==> config.mk <==
export PLATFORM = sky130hd
export DESIGN_NAME = multicycle_control
export DESIGN_NICKNAME = d
export VERILOG_FILES = /design/src/rtl/mips_ctrl_pkg.sv /design/src/rtl/multicycle_control_alu_op_decoder.sv /design/src/rtl/multicycle_control.sv
export SDC_FILE = /design/constraint.sdc
export NUM_CORES = 1
export LEC_CHECK = 0
export CAP_MARGIN = 0
export CORE_AREA = 3 3 59 61
export DETAILED_ROUTE_END_ITERATION = 16
export DIE_AREA = 0 0 62 64
export PLACE_DENSITY = 0.83
export SLEW_MARGIN = 40
export SYNTH_ARGS = -nofsm -noshare
export SYNTH_HDL_FRONTEND = slang
export SYNTH_SLANG_ARGS = --single-unit
==> constraint.sdc <==
create_clock -name clk -period 4.57 [get_ports clk]
set_clock_uncertainty 0.05 [all_clocks]
set_input_delay 1.371 -clock clk [delete_from_list [all_inputs] [get_ports clk]]
set_output_delay 1.371 -clock clk [all_outputs]
set_load 0.01 [all_outputs]
==> src/rtl/mips_ctrl_pkg.sv <==
// Shared definitions for the multi-cycle MIPS control path: instruction
// field constants, ALU operation codes, datapath select encodings and the
// control FSM state type.
package mips_ctrl_pkg;

  // Instruction opcodes (instruction[31:26])
  localparam logic [5:0] OP_RTYPE = 6'h00;
  localparam logic [5:0] OP_J     = 6'h02;
  localparam logic [5:0] OP_BEQ   = 6'h04;
  localparam logic [5:0] OP_ADDI  = 6'h08;
  localparam logic [5:0] OP_ORI   = 6'h0D;
  localparam logic [5:0] OP_LUI   = 6'h0F;
  localparam logic [5:0] OP_LW    = 6'h23;
  localparam logic [5:0] OP_SW    = 6'h2B;

  // R-type function codes (instruction[5:0])
  localparam logic [5:0] FUNCT_ADD = 6'h20;
  localparam logic [5:0] FUNCT_OR  = 6'h25;

  // ALU operation codes
  localparam logic [3:0] ALU_LUI = 4'b0000;
  localparam logic [3:0] ALU_OR  = 4'b0001;
  localparam logic [3:0] ALU_ADD = 4'b0011;
  localparam logic [3:0] ALU_SUB = 4'b0100;

  // ALU B operand select
  localparam logic [1:0] SRC_B_RT     = 2'd0;
  localparam logic [1:0] SRC_B_FOUR   = 2'd1;
  localparam logic [1:0] SRC_B_IMM    = 2'd2;
  localparam logic [1:0] SRC_B_IMM_SH = 2'd3;

  // PC next-value select
  localparam logic [1:0] PC_SRC_ALU    = 2'd0;
  localparam logic [1:0] PC_SRC_ALUOUT = 2'd1;
  localparam logic [1:0] PC_SRC_JUMP   = 2'd2;

  typedef enum logic [3:0] {
    ST_IDLE     = 4'd0,
    ST_FETCH    = 4'd1,
    ST_DECODE   = 4'd2,
    ST_EXEC_R   = 4'd3,
    ST_EXEC_I   = 4'd4,
    ST_ALU_WB   = 4'd5,
    ST_MEM_ADDR = 4'd6,
    ST_MEM_RD   = 4'd7,
    ST_MEM_WB   = 4'd8,
    ST_MEM_WR   = 4'd9,
    ST_BRANCH   = 4'd10,
    ST_JUMP     = 4'd11,
    ST_TRAP     = 4'd12
  } state_t;

  // States that issue a memory request and may stall on mem_ready_i
  function automatic logic is_mem_state(input state_t s);
    return (s == ST_FETCH) || (s == ST_MEM_RD) || (s == ST_MEM_WR);
  endfunction

endpackage

==> src/rtl/multicycle_control_alu_op_decoder.sv <==
// ALU operation decode: selects the ALU op code from the current control
// state and the instruction fields held in the IR. Purely combinational.
module alu_op_decoder
  import mips_ctrl_pkg::*;
(
  input  state_t      state,
  input  logic [5:0]  opcode,
  input  logic [5:0]  funct,
  output logic [3:0]  alu_operation
);

  // States that do not use the ALU present code 0
  always_comb begin
    alu_operation = 4'b0000;
    case (state)
      ST_FETCH, ST_DECODE, ST_MEM_ADDR: alu_operation = ALU_ADD;
      ST_EXEC_R:  alu_operation = (funct == FUNCT_OR) ? ALU_OR : ALU_ADD;
      ST_EXEC_I: begin
        if (opcode == OP_ORI)      alu_operation = ALU_OR;
        else if (opcode == OP_LUI) alu_operation = ALU_LUI;
        else                       alu_operation = ALU_ADD;
      end
      ST_BRANCH:  alu_operation = ALU_SUB;
      default:    alu_operation = 4'b0000;
    endcase
  end

endmodule

==> src/rtl/multicycle_control.sv <==
// Multi-cycle MIPS control FSM. Sequences fetch/decode/execute/memory/
// writeback, drives the datapath selects and ALU op code, and stalls on
// the memory handshake.
//
// Memory handshake: a request (mem_read_o or mem_write_o) is held stable
// while the FSM sits in FETCH, MEM_RD or MEM_WR; the access completes in
// the cycle mem_ready_i is high, and the FSM leaves the state on that edge.
//
// Build option: define ILLEGAL_TRAP_EN to send unrecognised instructions to
// a terminal TRAP state; otherwise they behave as a NOP.
module multicycle_control
  import mips_ctrl_pkg::*;
#(
  parameter int unsigned MEM_WAIT_MAX = 15
)(
  input  logic        clk,
  input  logic        reset,
  input  logic [5:0]  opcode_i,
  input  logic [5:0]  funct_i,
  input  logic        zero_i,
  input  logic        mem_ready_i,
  output logic [3:0]  alu_operation_o,
  output logic        alu_src_a_o,
  output logic [1:0]  alu_src_b_o,
  output logic [1:0]  pc_source_o,
  output logic        pc_en_o,
  output logic        i_or_d_o,
  output logic        mem_read_o,
  output logic        mem_write_o,
  output logic        ir_write_o,
  output logic        reg_dst_o,
  output logic        mem_to_reg_o,
  output logic        reg_write_o,
  output logic        timeout_o,
  output logic [3:0]  state_o
);

  localparam logic [15:0] WAIT_LIMIT = 16'(MEM_WAIT_MAX);

  state_t      state, state_next;
  logic [15:0] wait_cnt;
  logic        timeout_q;
  logic        pc_write, pc_write_cond;
  logic        stalled;

  // Recognised instructions; anything else is illegal
  logic        legal_r;
  assign legal_r = (funct_i == FUNCT_ADD) || (funct_i == FUNCT_OR);
  assign stalled = is_mem_state(state) && !mem_ready_i;

  // State register
  always_ff @(posedge clk or posedge reset) begin
    if (reset) state <= ST_IDLE;
    else       state <= state_next;
  end

  // Next-state logic
  always_comb begin
    state_next = state;
    case (state)
      ST_IDLE:   state_next = ST_FETCH;
      ST_FETCH:  if (mem_ready_i) state_next = ST_DECODE;
      ST_DECODE: begin
        case (opcode_i)
          OP_RTYPE: begin
            if (legal_r) state_next = ST_EXEC_R;
            else begin
`ifdef ILLEGAL_TRAP_EN
              state_next = ST_TRAP;
`else
              state_next = ST_FETCH;
`endif
            end
          end
          OP_ADDI, OP_ORI, OP_LUI: state_next = ST_EXEC_I;
          OP_LW, OP_SW:            state_next = ST_MEM_ADDR;
          OP_BEQ:                  state_next = ST_BRANCH;
          OP_J:                    state_next = ST_JUMP;
          default: begin
`ifdef ILLEGAL_TRAP_EN
            state_next = ST_TRAP;
`else
            state_next = ST_FETCH;
`endif
          end
        endcase
      end
      ST_EXEC_R, ST_EXEC_I: state_next = ST_ALU_WB;
      ST_ALU_WB:   state_next = ST_FETCH;
      ST_MEM_ADDR: state_next = (opcode_i == OP_SW) ? ST_MEM_WR : ST_MEM_RD;
      ST_MEM_RD:   if (mem_ready_i) state_next = ST_MEM_WB;
      ST_MEM_WB:   state_next = ST_FETCH;
      ST_MEM_WR:   if (mem_ready_i) state_next = ST_FETCH;
      ST_BRANCH:   state_next = ST_FETCH;
      ST_JUMP:     state_next = ST_FETCH;
      ST_TRAP:     state_next = ST_TRAP;
      default:     state_next = ST_IDLE;
    endcase
  end

  // Stall counter (zero whenever not stalled, so it starts at 0 on entry
  // to every memory state) and sticky timeout flag
  always_ff @(posedge clk or posedge reset) begin
    if (reset) begin
      wait_cnt  <= '0;
      timeout_q <= 1'b0;
    end else if (stalled) begin
      if (wait_cnt != 16'hFFFF) wait_cnt <= wait_cnt + 16'd1;
      if ((WAIT_LIMIT != 16'd0) && (wait_cnt == WAIT_LIMIT - 16'd1))
        timeout_q <= 1'b1;
    end else begin
      wait_cnt <= '0;
    end
  end

  // Datapath control decode from state (FETCH completion and branch PC
  // enable also look at mem_ready_i / zero_i)
  always_comb begin
    alu_src_a_o   = 1'b0;
    alu_src_b_o   = SRC_B_RT;
    pc_source_o   = PC_SRC_ALU;
    pc_write      = 1'b0;
    pc_write_cond = 1'b0;
    i_or_d_o      = 1'b0;
    mem_read_o    = 1'b0;
    mem_write_o   = 1'b0;
    ir_write_o    = 1'b0;
    reg_dst_o     = 1'b0;
    mem_to_reg_o  = 1'b0;
    reg_write_o   = 1'b0;
    case (state)
      ST_FETCH: begin
        mem_read_o  = 1'b1;
        alu_src_b_o = SRC_B_FOUR;
        if (mem_ready_i) begin
          ir_write_o = 1'b1;
          pc_write   = 1'b1;
        end
      end
      ST_DECODE:   alu_src_b_o = SRC_B_IMM_SH;
      ST_EXEC_R:   alu_src_a_o = 1'b1;
      ST_EXEC_I, ST_MEM_ADDR: begin
        alu_src_a_o = 1'b1;
        alu_src_b_o = SRC_B_IMM;
      end
      ST_ALU_WB: begin
        reg_write_o = 1'b1;
        reg_dst_o   = (opcode_i == OP_RTYPE);
      end
      ST_MEM_RD: begin
        mem_read_o = 1'b1;
        i_or_d_o   = 1'b1;
      end
      ST_MEM_WB: begin
        reg_write_o  = 1'b1;
        mem_to_reg_o = 1'b1;
      end
      ST_MEM_WR: begin
        mem_write_o = 1'b1;
        i_or_d_o    = 1'b1;
      end
      ST_BRANCH: begin
        alu_src_a_o   = 1'b1;
        pc_write_cond = 1'b1;
        pc_source_o   = PC_SRC_ALUOUT;
      end
      ST_JUMP: begin
        pc_write    = 1'b1;
        pc_source_o = PC_SRC_JUMP;
      end
      default: ;
    endcase
    pc_en_o = pc_write | (pc_write_cond & zero_i);
  end

  alu_op_decoder u_alu_op_decoder (
    .state         (state),
    .opcode        (opcode_i),
    .funct         (funct_i),
    .alu_operation (alu_operation_o)
  );

  assign timeout_o = timeout_q;
  assign state_o   = state;

endmodule

### Yosys cells after proc, flatten, opt, wreduce, memory -nomap -nowiden

Index checks and enable logic that the tools add are counted.

| storage, ports and cells | value |
|---|---|
| bits in registers | 21 |
| input bits | 16 |

| operators by class | value |
|---|---|
| add/subtract/negate cells | 1 |
| equal/unequal tests | 27 |
| mux-type cells | 26 |
| bitwise gates (word level) | 2 |
| reduce and logical (&&, ||, !) cells | 19 |

Operators by type and width:

| cell | count |
|---|---|
| 2-to-1 mux 16 bit | 2 |
| one-hot mux 4 bit (8 select lines) | 1 |
| == test 6 bit, second input constant | 4 |
| == test 4 bit, second input constant | 5 |
| 2-to-1 mux 4 bit | 5 |
| one-hot mux 4 bit (5 select lines) | 1 |
| == test 6 x 4 -> 1 bit, second input constant | 3 |
| adder 16 x 1 -> 16 bit, second input constant | 1 |
| == test 16 x 4 -> 1 bit, second input constant | 1 |
| == test 4 x 3 -> 1 bit, second input constant | 4 |
| inequality test 16 bit, second input constant | 1 |
| one-hot mux 4 bit (4 select lines) | 1 |
| OR reduction 2 bit | 6 |
| 2-to-1 mux 1 bit | 10 |
| == test 4 x 2 -> 1 bit, second input constant | 2 |
| == test 6 x 2 -> 1 bit, second input constant | 1 |
| == test 6 x 3 -> 1 bit, second input constant | 1 |
| zero test 6 bit | 1 |
| 2-to-1 mux 2 bit | 3 |
| inequality test 2 bit, second input constant | 3 |
| one-hot mux 2 bit (3 select lines) | 1 |
| OR reduction 3 bit | 2 |
| OR reduction 5 bit | 1 |
| == test 4 x 1 -> 1 bit, second input constant | 1 |
| other kinds (12) | 14 |

### Logic depth before layout (Yosys ltp)

| logic depth | value |
|---|---|
| word-level depth | 5 |
| mapped depth | 6 |
| depth with buffers taken out | 5 |

### By module

A second synthesis with hierarchy kept.

| unflattened totals | value |
|---|---|
| cells, all modules | 196 |
| area, all modules | 1625.3 µm² |

By module, submodules not included:

| module | times used | cells each | area each (µm²) | seq. area each (µm²) |
|---|---|---|---|---|
| multicycle_control | 1 | 184 | 1535.2 | 525.5 |
| alu_op_decoder | 1 | 12 | 90.1 | 0.0 |

### Least setup slack after synthesis

No wires, ideal clock.

| timing path | value |
|---|---|
| path type | input to output |
| start | input port opcode_i[0] |
| end | output port reg_dst_o |
| data arrival time | 2.549 ns |
| required time | 3.149 ns |
| path slack | 0.600 ns |
| stages | 3 |
| path buffers | 0 |
| cells stage by stage | or4_1 -> nor3_1 -> nor4b_1 |

| between the ends | value |
|---|---|
| longest elaborated chain between the ends | 2 |

Ends and longest elaborated chain:

| what | RTL line | text |
|---|---|---|
| start, declared | multicycle_control.sv:18 | `input logic [5:0] opcode_i,` |
| zero test 6 bit | multicycle_control.sv:148 | `reg_dst_o = (opcode_i == OP_RTYPE);` |
| 2-to-1 mux 1 bit | multicycle_control.sv:131 | `case (state)` |
| end, declared | multicycle_control.sv:31 | `output logic reg_dst_o,` |

Every way passes these cells.

### Worst setup path in the final report

Ends and elaborated chain as after synthesis.

==> results_dict.tcl <==
set metrics [dict create \
    outcome "complete, no violations" \
    drtIter0Drc 125 \
    setup_tns_ns 0 \
    powerDensity_nw_per_um2 418 \
    grt_usage_pct 24.8 \
    die_h_um 64 \
    path_max_fanout 2 \
    stdcell_count 280 \
    antenna_left 0 \
    worstMarginPinSlew_ns 0.610 \
    grt.overflow.total 0 \
    grt_start_max_net_pins 22 \
    fin_crit_sh_pct 99.0 \
    clock_latency_ns 0.31 \
    multi_input_area_um2 1020 \
    crit_chain "clkdlybuf4s50_1 -> or4_1 -> nor3_1 -> nor4b_2 -> dlygate4sd2_1" \
    die_w_um 62 \
    synth_top_cell_by_area "dfrtp_1" \
    finalHoldViolations 0 \
    drive_above_1_share_pct 9.32 \
    synth_compound_area_share_pct 21.3 \
    dieArea_um2 3970 \
    cts_setup_buffers 0 \
    synthSimpleGateAreaFrac_pct 37.1 \
    grt_busiest_layer "met2" \
    synth_edf_count 0 \
    row_count 20 \
    grt_pass1_vias 1648 \
    dr.pass1.iters 4 \
    dpl.cell_count 276 \
    avgSynthCellArea_um2 8.15 \
    synth_top_family_by_area "simple AND/OR/NAND/NOR gates" \
    grtUsageMet2_pct 38.2 \
    synth_common_cells "21 x dfrtp_1, 16 x nor2_1, 14 x a21oi_1" \
    arrival_ns 3.10 \
    routed_wl_um 4600 \
    use_met1_pct 34.3 \
    leakagePower_nw 0.851 \
    slew_headroom_pct 59.3 \
    dp_worst_setup_slack_ns -0.211 \
    period_needed_ns 4.53 \
    hp-class "reg -> reg" \
    clk_pin_slew_ns 0.12 \
    crit_family "simple AND/OR/NAND/NOR gates" \
    cts_tree "yes" \
    yosysTopAreaCellShare_pct 32.6 \
    drc 0 \
    ys_seq_area_share_pct 32.6 \
    synthTopCellsByArea "dfrtp_1 33%, a21oi_1 4.3%, nor3_1 4.0%" \
    hold_buffers 0 \
    grt_use_met3_pct 3.84 \
    area_delta_synth_final_pct 29.5 \
    root_buffer "clkbuf_4" \
    timing.fmax_mhz 221 \
    synthFlopType "dfrtp_1" \
    syn_area_um2 1610 \
    viasPerCell 6.15 \
    portBuffers 36 \
    startpoint_type "input pin" \
    vias 1723 \
    slowest_delay_ns 0.56 \
    clock_sinks 21 \
    grt_antenna_before_repair 0 \
    slew_violations 0 \
    totalPowerFinal_mw 0.874 \
    synthArstFlopShare_pct 100 \
    hold_slack_ns 0.467 \
    synthCells 198 \
    clockBufferDepth 2 \
    numCtsBuffers 3 \
    initial_core_util_pct 53.3 \
    rsz0062_at_grt "no" \
    grt_first_pass_wirelength_um 7690 \
    setup_ws_ns 0.0446 \
    slowest_stage "or4_1" \
    end_kind "output port" \
    n_fill_cell 236 \
    post_synth_xor_area_fraction_pct 2.17 \
    io_pins 38 \
    hpwl_um 3490 \
    synth.area.mux_share_pct 0.620 \
    stdcell_area_um2 2090 \
    setup_viol 0 \
    antenna_cells 0 \
    path_buf_inv 2 \
    nets 255 \
    core_um2 3030 \
    maxCapViolations 0 \
    layout.area.seq_um2 526 \
    crit_type "in -> out" \
    synth_fa_ha_area_share_pct 1.55 \
    place_congestion 0.975 \
    yosysWarnings 0 \
    ys_types 55 \
    wl_per_cell_um 16.4 \
    final_util_pct 69.0 \
    irDropWorstVdd_uv 322 \
    cp.required_ns 3.15 \
    yosys_register_bits 21 \
    yosysMostFrequentCell "dfrtp_1" \
    ctsHtreeMaxLevel 1 \
    place_area_um2 2050 \
    synth_nets 216 \
]
## cells in the final DEF, fill, tap and decap left out, types with 2 or more instances in the layout
| master | Yosys | routed |
|---|---|---|
| nor4b_1 | 3 | 2 |
| nand2b_1 | 6 | 6 |
| nor3b_1 | 3 | 3 |
| nor2_1 | 16 | 16 |
| nand4_1 | 3 | 3 |
| and3b_1 | 2 | 2 |
| a211oi_1 | 2 | 2 |
| and3_1 | 2 | 2 |
| and4_1 | 2 | 2 |
| ha_1 | 2 | 2 |
| nand3_1 | 9 | 9 |
| clkdlybuf4s50_1 | 0 | 33 |
| nor2b_1 | 3 | 3 |
| a31oi_1 | 4 | 4 |
| or3_1 | 7 | 7 |
| o31ai_1 | 4 | 4 |
| dfrtp_1 | 21 | 21 |
| a41o_1 | 2 | 2 |
| xnor2_1 | 3 | 3 |
| clkbuf_4 | 0 | 3 |
| buf_4 | 1 | 9 |
| dlymetal6s2s_1 | 0 | 2 |
| and2_1 | 2 | 2 |
| inv_1 | 7 | 6 |
| nor4_1 | 5 | 5 |
| a21oi_1 | 14 | 14 |
| o21a_1 | 2 | 2 |
| nand2_1 | 12 | 12 |
| o21ai_0 | 4 | 4 |
| a311oi_1 | 2 | 2 |
| nor3_1 | 13 | 13 |
| o21ai_1 | 4 | 4 |
| or4_1 | 5 | 5 |
## layout make-up
class / instances / area share (%)
multi-input cells: 159 / 49.0
clock buffers: 3 / 1.08
repair buffers: 45 / 20.7
well taps: 44 / 2.63
flip-flops and latches: 21 / 25.1
inverters: 7 / 1.26
clock inverters: 1 / 0.240
## power by group
| group | switching [mW] | leakage [nW] | internal [mW] |
|---|---|---|---|
| Clock | 0.0590 | 0.0177 | 0.0327 |
| Combinational | 0.239 | 0.547 | 0.248 |
| Sequential | 0.0887 | 0.287 | 0.207 |
## per-layer routing
metal | part of all wire (%) | up-vias
li1 | - | 825
met1 | 42 | 805
met2 | 49 | 73
met3 | 6.3 | 20
met4 | 3.2 | 0
met5 | 0 | -
## kinds of logic after synthesis
family | count (synthesis)
adders and majority gates | 2
DFF | 21
xor gates and xnor gates | 4
AOI/OAI and AO/OA | 50
and+or+nand+nor | 101
muxes | 1
buffers and inverters | 18
other | 1
## registers in the layout (all words and copies together) (netlist names)
name and count:
wait_cnt 16, state_o 4, timeout_o 1
## path summary, 6_finish.rpt
kind	cells after the start	end	from	slack [ns]
min in group asynchronous	2	wait_cnt[8]	reset	1.33
worst max register to register	5	wait_cnt[9]	wait_cnt[1]	2.67
max in group asynchronous	2	wait_cnt[6]	reset	2.84
worst min-delay path	1	timeout_o	timeout_o	0.47
worst max-delay path	5	reg_dst_o	opcode_i[0]	0.04
worst min register to register	1	timeout_o	timeout_o	0.47
## what timing repair did
action	4_1_cts	5_1_grt
setup endpoints to repair	1	3
gates resized for setup	1	3
cloned	0	0
Note: power is estimated with default switching activity, not from simulation.
